==> config.mk <==
export PLATFORM = sky130hd
export DESIGN_NAME = wb_writeback_unit
export DESIGN_NICKNAME = d
export VERILOG_FILES = /design/src/rtl/wb_writeback_unit.sv
export SDC_FILE = /design/constraint.sdc
export NUM_CORES = 1
export LEC_CHECK = 0
export BUFFER_PORTS_ARGS = -buffer_cell sky130_fd_sc_hd__clkbuf_2
export CELL_PAD_IN_SITES_DETAIL_PLACEMENT = 0
export CELL_PAD_IN_SITES_GLOBAL_PLACEMENT = 1
export CORE_MARGIN = 2
export CORE_UTILIZATION = 41
export DETAILED_ROUTE_END_ITERATION = 6
export GPL_TIMING_DRIVEN = 1
export HOLD_SLACK_MARGIN = 0.15
export PLACE_DENSITY = 0.85
export RECOVER_POWER = 50
export SKIP_CTS_REPAIR_TIMING = 1
export SYNTH_ARGS = -nofsm -noshare
export SYNTH_HDL_FRONTEND = slang
export SYNTH_SLANG_ARGS = --single-unit
==> constraint.sdc <==
create_clock -name clk -period 4.8 [get_ports clk]
set_input_delay 0.96 -clock clk [delete_from_list [all_inputs] [get_ports clk]]
set_output_delay 0.96 -clock clk [all_outputs]
set_load 0.05 [all_outputs]
==> src/rtl/wb_writeback_unit.sv <==
// Writeback stage: formats load data, arbitrates load/ALU/skid results onto the register file write port,
// and tracks outstanding loads in busy_mask. Write port is registered, 1 cycle after accept / mem_rvalid.
// Optional macro WB_BYPASS_EN adds a combinational forwarding path from the registered write port.
module wb_writeback_unit #(
  parameter int XLEN  = 32,
  parameter int NREGS = 32
) (
  input  logic                    clk,
  input  logic                    rst,
  input  logic                    alu_valid,
  output logic                    alu_ready,
  input  logic [4:0]              alu_rd,
  input  logic [XLEN-1:0]         alu_result,
  input  logic                    ld_issue,
  output logic                    ld_ready,
  input  logic [4:0]              ld_rd,
  input  logic [2:0]              ld_funct3,
  input  logic [1:0]              ld_addr_lo,
  input  logic                    mem_rvalid,
  input  logic [XLEN-1:0]         mem_rdata,
  output logic                    write,
  output logic [4:0]              write_add,
  output logic signed [XLEN-1:0]  data_received,
`ifdef WB_BYPASS_EN
  input  logic [4:0]              src_add1,
  input  logic [4:0]              src_add2,
  output logic                    byp_hit1,
  output logic                    byp_hit2,
  output logic [XLEN-1:0]         byp_data1,
  output logic [XLEN-1:0]         byp_data2,
`endif
  output logic [NREGS-1:0]        busy_mask
);

  typedef enum logic {IDLE = 1'b0, WAIT = 1'b1} ld_state_t;

  ld_state_t        ld_state;
  ld_state_t        ld_state_n;
  logic [4:0]       ld_rd_q;
  logic [2:0]       ld_f3_q;
  logic [1:0]       ld_lo_q;
  logic             skid_vld;
  logic             skid_vld_n;
  logic [4:0]       skid_rd;
  logic [XLEN-1:0]  skid_dat;
  logic             ld_done;
  logic             alu_acc;
  logic             ld_acc;
  logic             com_vld;
  logic [4:0]       com_rd;
  logic [XLEN-1:0]  com_dat;
  logic [XLEN-1:0]  ld_fmt;

  // Extract and extend the addressed byte/halfword; halfwords only look at the upper lane bit.
  function automatic logic [XLEN-1:0] fmt_load(input logic [2:0] f3, input logic [1:0] lo,
                                                input logic [XLEN-1:0] w);
    logic [7:0]  b;
    logic [15:0] h;
    b = w[{lo, 3'b000} +: 8];
    h = lo[1] ? w[31:16] : w[15:0];
    case (f3)
      3'b000:  return {{(XLEN-8){b[7]}}, b};
      3'b001:  return {{(XLEN-16){h[15]}}, h};
      3'b100:  return {{(XLEN-8){1'b0}}, b};
      3'b101:  return {{(XLEN-16){1'b0}}, h};
      default: return w;
    endcase
  endfunction

  assign ld_done = mem_rvalid & (ld_state == WAIT);
  assign alu_acc = alu_valid & alu_ready;
  assign ld_acc  = ld_issue & ld_ready;
  assign ld_fmt  = fmt_load(ld_f3_q, ld_lo_q, mem_rdata);

  // Pick this cycle's committing result: load completion, then skid entry, then a fresh ALU result.
  always_comb begin
    com_vld = 1'b0;
    com_rd  = '0;
    com_dat = '0;
    if (ld_done) begin
      com_vld = 1'b1;
      com_rd  = ld_rd_q;
      com_dat = ld_fmt;
    end else if (skid_vld) begin
      com_vld = 1'b1;
      com_rd  = skid_rd;
      com_dat = skid_dat;
    end else if (alu_acc) begin
      com_vld = 1'b1;
      com_rd  = alu_rd;
      com_dat = alu_result;
    end
  end

  // The skid only fills when a load completes alongside a new ALU result; it drains whenever no load completes.
  assign skid_vld_n = ld_done & (skid_vld | alu_acc);
  assign ld_state_n = ld_acc ? WAIT : (ld_done ? IDLE : ld_state);

  // Load tracker FSM, skid buffer, busy scoreboard, ready flags and the registered write port.
  always_ff @(posedge clk or posedge rst) begin
    if (rst) begin
      ld_state      <= IDLE;
      ld_rd_q       <= '0;
      ld_f3_q       <= '0;
      ld_lo_q       <= '0;
      skid_vld      <= 1'b0;
      skid_rd       <= '0;
      skid_dat      <= '0;
      alu_ready     <= 1'b1;
      ld_ready      <= 1'b1;
      write         <= 1'b0;
      write_add     <= '0;
      data_received <= '0;
      busy_mask     <= '0;
    end else begin
      case (ld_state)
        IDLE: if (ld_acc) begin
          ld_state <= WAIT;
          ld_rd_q  <= ld_rd;
          ld_f3_q  <= ld_funct3;
          ld_lo_q  <= ld_addr_lo;
        end
        WAIT: if (mem_rvalid) ld_state <= IDLE;
        default: ld_state <= IDLE;
      endcase

      // Set and clear never coincide: a new load is only accepted while idle.
      if (ld_acc && (ld_rd != 5'd0)) busy_mask[ld_rd] <= 1'b1;
      if (ld_done) busy_mask[ld_rd_q] <= 1'b0;

      skid_vld <= skid_vld_n;
      if (ld_done && alu_acc) begin
        skid_rd  <= alu_rd;
        skid_dat <= alu_result;
      end

      alu_ready <= ~skid_vld_n;
      ld_ready  <= (ld_state_n == IDLE) & ~skid_vld_n;

      // x0 results use their slot but never pulse the write enable.
      write <= com_vld & (com_rd != 5'd0);
      if (com_vld && (com_rd != 5'd0)) begin
        write_add     <= com_rd;
        data_received <= com_dat;
      end
    end
  end

`ifdef WB_BYPASS_EN
  // Forward the write currently being presented to same-cycle register reads.
  always_comb begin
    byp_hit1  = write & (write_add == src_add1) & (src_add1 != 5'd0);
    byp_hit2  = write & (write_add == src_add2) & (src_add2 != 5'd0);
    byp_data1 = byp_hit1 ? data_received : '0;
    byp_data2 = byp_hit2 ? data_received : '0;
  end
`endif

endmodule
## Word-level counts from Yosys, hierarchy flattened

Cells that the tools add are included.

| word-level totals | value |
|---|---|
| register bits after elaboration | 121 |
| output and inout bits | 72 |

| cells by class | value |
|---|---|
| bitwise gates (word level) | 13 |
| shifts and indexed selects | 1 |
| mux-type cells | 22 |
| equal/unequal tests | 3 |
| $lt $le $gt $ge | 4 |
| reductions and logical operators | 9 |

Operators by type and width:

| operator | count |
|---|---|
| 32-bit two-way mux | 5 |
| 32-bit one-hot mux with 4 select lines | 1 |
| 32-bit bitwise AND | 1 |
| 32-bit inverter | 1 |
| 32-bit bitwise OR | 1 |
| 32-bit by 6-bit indexed part select with 8-bit output | 1 |
| 16-bit two-way mux | 1 |
| 5-bit two-way mux | 3 |
| 5-bit by 6-bit < comparator with 1-bit output (second input constant) | 2 |
| 1-bit demux with 5-bit select | 2 |
| 5-bit by 1-bit >= comparator with 1-bit output (second input constant) | 2 |
| 5-bit nonzero test | 2 |
| 1-bit two-way mux | 9 |
| 1-bit bitwise AND | 6 |
| 3-bit == test (second input constant) | 2 |
| 1-bit logical AND | 5 |
| 3-bit by 1-bit == test with 1-bit output (second input constant) | 1 |
| 3-bit zero test | 1 |
| 1-bit inverter | 3 |
| 1-bit one-hot mux with 2 select lines | 1 |
| 2-bit AND reduction | 1 |
| 1-bit bitwise OR | 1 |

## Longest topological paths before layout

| logic depth | value |
|---|---|
| word-level depth | 8 |
| gate-level depth with buffers | 7 |
| mapped depth without buffers | 5 |

## Worst setup path after synthesis

Ideal clock, no wire load.

| timing path | value |
|---|---|
| path type | in2reg |
| start | input port alu_valid |
| end | register data_received[15] |
| data arrival time | 2.620 ns |
| path slack | 2.070 ns |
| cell stages on the path | 7 |
| cell sequence | and3b_1 > clkbuf_1 > a221o_1 > a2111oi_4 > clkbuf_1 > nand2_1 > o41ai_1 |

| on the way | value |
|---|---|
| cells in the longest elaborated chain, start to end | 6 |

RTL lines:

| element | line | RTL |
|---|---|---|
| from (decl) | 10 | `input logic alu_valid,` |
| 1-bit bitwise AND (*) | 71 | `assign alu_acc = alu_valid & alu_ready;` |
| 5-bit two-way mux | 88 | `end else if (alu_acc) begin` |
| 5-bit two-way mux | 84 | `end else if (skid_vld) begin` |
| 5-bit two-way mux | 80 | `if (ld_done) begin` |
| 5-bit nonzero test | 142 | `if (com_vld && (com_rd != 5'd0)) begin` |
| 1-bit logical AND | 142 |  |
| to (signal assigned) | 144 | `data_received <= com_dat;` |
| to (decl) | 23 | `output logic signed [XLEN-1:0] data_received,` |

Mark *: on every way between the ends. The rest lies on a longest branch, timed or not.
A chain may end at the register's enable or synchronous reset.

==> flow_summary.ini <==
[cts]
htreeDepth = 4
clockBufferDepth = 2
cts-root-buf = clkbuf_16
cts_tree = done
worst_skew_pair.late_latency_ns = 0.42
numCtsBuffers = 17
cts_sinks = 121
path_clk_slew_ns = 0.05

[logic_synthesis]
ys_seq_area_share_pct = 52.3
synth-main-ff-cell = dfrtp_1
synth_edf_count = 0
synth.yosys.warnings = 0
synthDistinctLibCells = 40
syn_area_per_cell_um2 = 10.8
syn-num-nets = 621
synthesis.area_um2 = 5790
synth_seq_cells = 121
yosysTopAreaCellShare_pct = 51.4
synthCells = 537
synth_area_leaders = dfrtp_1 (51%), mux2_2 (10%), a21oi_1 (6.6%), a221o_1 (2.9%), nand2_1 (2.9%)
ys_async_sr_fraction_pct = 100
yosys.area.top_type = dfrtp_1

[grt]
grt_pass1_wl_mm = 26.0
grt_use_met2_pct = 34.6
antenna_found_initial = 0
met3_usage_pct = 5.58
busiest_layer = met2
grt_pass1_vias = 4871
grtUsageTotal_pct = 22.9
met1_usage_pct = 32.0
grt_overflow_total = 0
grt_max_degree = 55

[final_layout]
antenna_cells = 0
post-route-util_pct = 52.4
fillers = 1253
syn2layout_area_growth_pct = 25.0
finalNonFillerCells = 868
drive_gt1_share_pct = 33.6
nNetsFinal = 760

[timing]
slew_headroom_pct = -32.8
worst_pin_slew_ns = 1.99
drv_slew = 75
hold_violations = 0
min_period_ns = 3.34
finClkSkew_ns = 0.00666
fmax_mhz = 300
rsz0062_at_grt = false
holdWs_ns = 0.481
fin_tns_setup_ns = 0
setup_viol_count_final = 0
fin_crit_sh_pct = 69.5

[floorplanning]
num_rows = 43
die_h_um = 123
fp.dieArea_um2 = 15100
core_um2 = 13800
start_util_pct = 41.9
ios = 156
dieWidth_um = 123

[drt]
drt_wl_total_mm = 16.9
via_count = 4934
drtIter0Drc = 483
wl_per_cell_um = 19.5
drt.antenna.violating_nets = 0
vias_per_cell = 5.68
drc = 0
first_pass_iters = 5

[worst_setup_path]
cp-start-kind = primary input
critPathMaxFanout = 37
arrival_ns = 3.46
path_common_cell = clkbuf_1
worstSetupPathDepth = 3
path_buf_inv = 3
cp.required_ns = 4.93
cpPeakStageDelay_ns = 1.50
crit_path_end_kind = async pin
cpLargestDelayFamily = buffers and inverters
ff2ff_path_depth = 6
cp_cell_sequence = clkbuf_1 > clkinvlp_2 > clkbuf_1
slowest_stage = clkbuf_1
crit_type = primary input to async pin

[placed_design]
place_inst = 837
dp_hpwl_mm = 12.1
gp_congestion = 0.878
numPortBuffers = 155

[outcome]
violations = capacitance limit, slew limit
status = finished with violations

[pwr]
peakVddDrop_v = 0.000412
p_leak_uw = 0.00323
power.density_nw_per_um2 = 778

[hold_path]
min_path_type = flip-flop to flip-flop
whs_path_depth = 2

[run]
max_cap_violations = 2
==> synth_stat cells, types with 2 or more instances <==
cell type and instances:
nor2_1 16, mux2_2 53, a21oi_1 76, o21ai_1 2
nand4b_1 2, and3_1 3, nand3_1 2, a221oi_1 12
o221ai_1 7, a221o_1 17, inv_1 8, nor2b_1 8
mux2i_1 14, clkbuf_1 40, dfrtp_1 119, o32ai_1 7
a31oi_1 5, o211ai_1 16, and2_1 3, and3b_1 5
o21ai_0 23, nand2_1 44, dfstp_2 2, o31ai_1 15
a21o_1 2, nor3_1 9, nor3b_1 14
==> sequential cells by signal, indices dropped and copies added (netlist names) <==
| name | count |
|---|---|
| write | 1 |
| skid_dat | 32 |
| ld_rd_q | 5 |
| ld_ready | 1 |
| skid_rd | 5 |
| data_received | 32 |
| ld_lo_q | 2 |
| busy_mask | 32 |
| write_add | 5 |
| ld_f3_q | 3 |
| skid_vld | 1 |
| alu_ready | 1 |
| ld_state | 1 |
==> cells in the final DEF (no fill, tap or decap), drive strengths merged, types with 7 or more instances in the layout <==
| cell type | Yosys | routed |
|---|---|---|
| o31ai | 15 | 15 |
| nor3 | 9 | 9 |
| nand2 | 44 | 44 |
| mux2i | 14 | 14 |
| o32ai | 7 | 7 |
| o211ai | 16 | 16 |
| clkbuf | 40 | 175 |
| o21ai | 25 | 25 |
| nor3b | 14 | 14 |
| dfrtp | 119 | 119 |
| a221oi | 12 | 12 |
| a21oi | 76 | 76 |
| a221o | 17 | 17 |
| inv | 9 | 11 |
| nor2b | 8 | 8 |
| o221ai | 7 | 7 |
| mux2 | 53 | 53 |
| nor2 | 16 | 16 |
==> path summary, 6_finish.rpt <==
path | to | slack (ns) | startpoint
worst max-delay path | data_received[30] | 1.46 | rst
worst min-delay path | data_received[15] | 0.48 | data_received[15]
worst max register to register | data_received[10] | 1.86 | alu_ready
worst min register to register | data_received[15] | 0.48 | data_received[15]
max in group clk | skid_dat[4] | 1.65 | mem_rvalid
min in group asynchronous | skid_dat[11] | 0.88 | rst
==> routing by layer <==
metal / part of all wire, % / up-vias
met3: 7.8 / 27
li1: - / 2305
met1: 45 / 2381
met5: 0 / -
met4: 1.9 / 0
met2: 46 / 221
==> worst reg2reg max path, cell delays in order (launching register included) <==
cell       delay, ns
dfstp_2         0.60
and3b_1         0.85
a221o_1         0.39
a2111oi_4       0.09
buf_4           0.32
inv_2           0.22
mux2_2          0.36
==> power breakdown <==
| group | internal (uW) | switching (uW) | leakage [uW] |
|---|---|---|---|
| logic | 741 | 1760 | 0.00146 |
| registers | 1500 | 373 | 0.00149 |
| clock network | 777 | 480 | 0.000275 |
==> through the flow <==
step	cell area [um^2]	worst slack [ns]	total power (uW)
after floorplan	5790	0.629	3750
after global placement	6690	1.34	4320
after detailed placement	6690	1.25	4390
after CTS	7280	1.70	5660
after global routing	7240	0.784	5930
final	7240	1.46	5630
==> logic make-up (layout without fill, tap and decap cells) <==
family          count (synthesis)  in the layout  share of synthesized area, %
compound gates                190            190                          21.9
buf+inv                        51            202                          3.33
flops                         121            121                          52.3
mux                            68             68                          13.1
simple gates                  107            107                          9.33
==> area by class of cell <==
class / count / area [um^2] / share of cell area [%]
flip-flops and latches: 121 / 3030 / 41.8
multi-input cells: 365 / 2570 / 35.5
inverters: 9 / 35.0 / 0.484
clock inverters: 13 / 144 / 1.99
clock buffers: 18 / 439 / 6.06
well taps: 180 / 225 / 3.11
repair buffers: 162 / 795 / 11.0
Note: power is estimated with default switching activity, not from simulation.
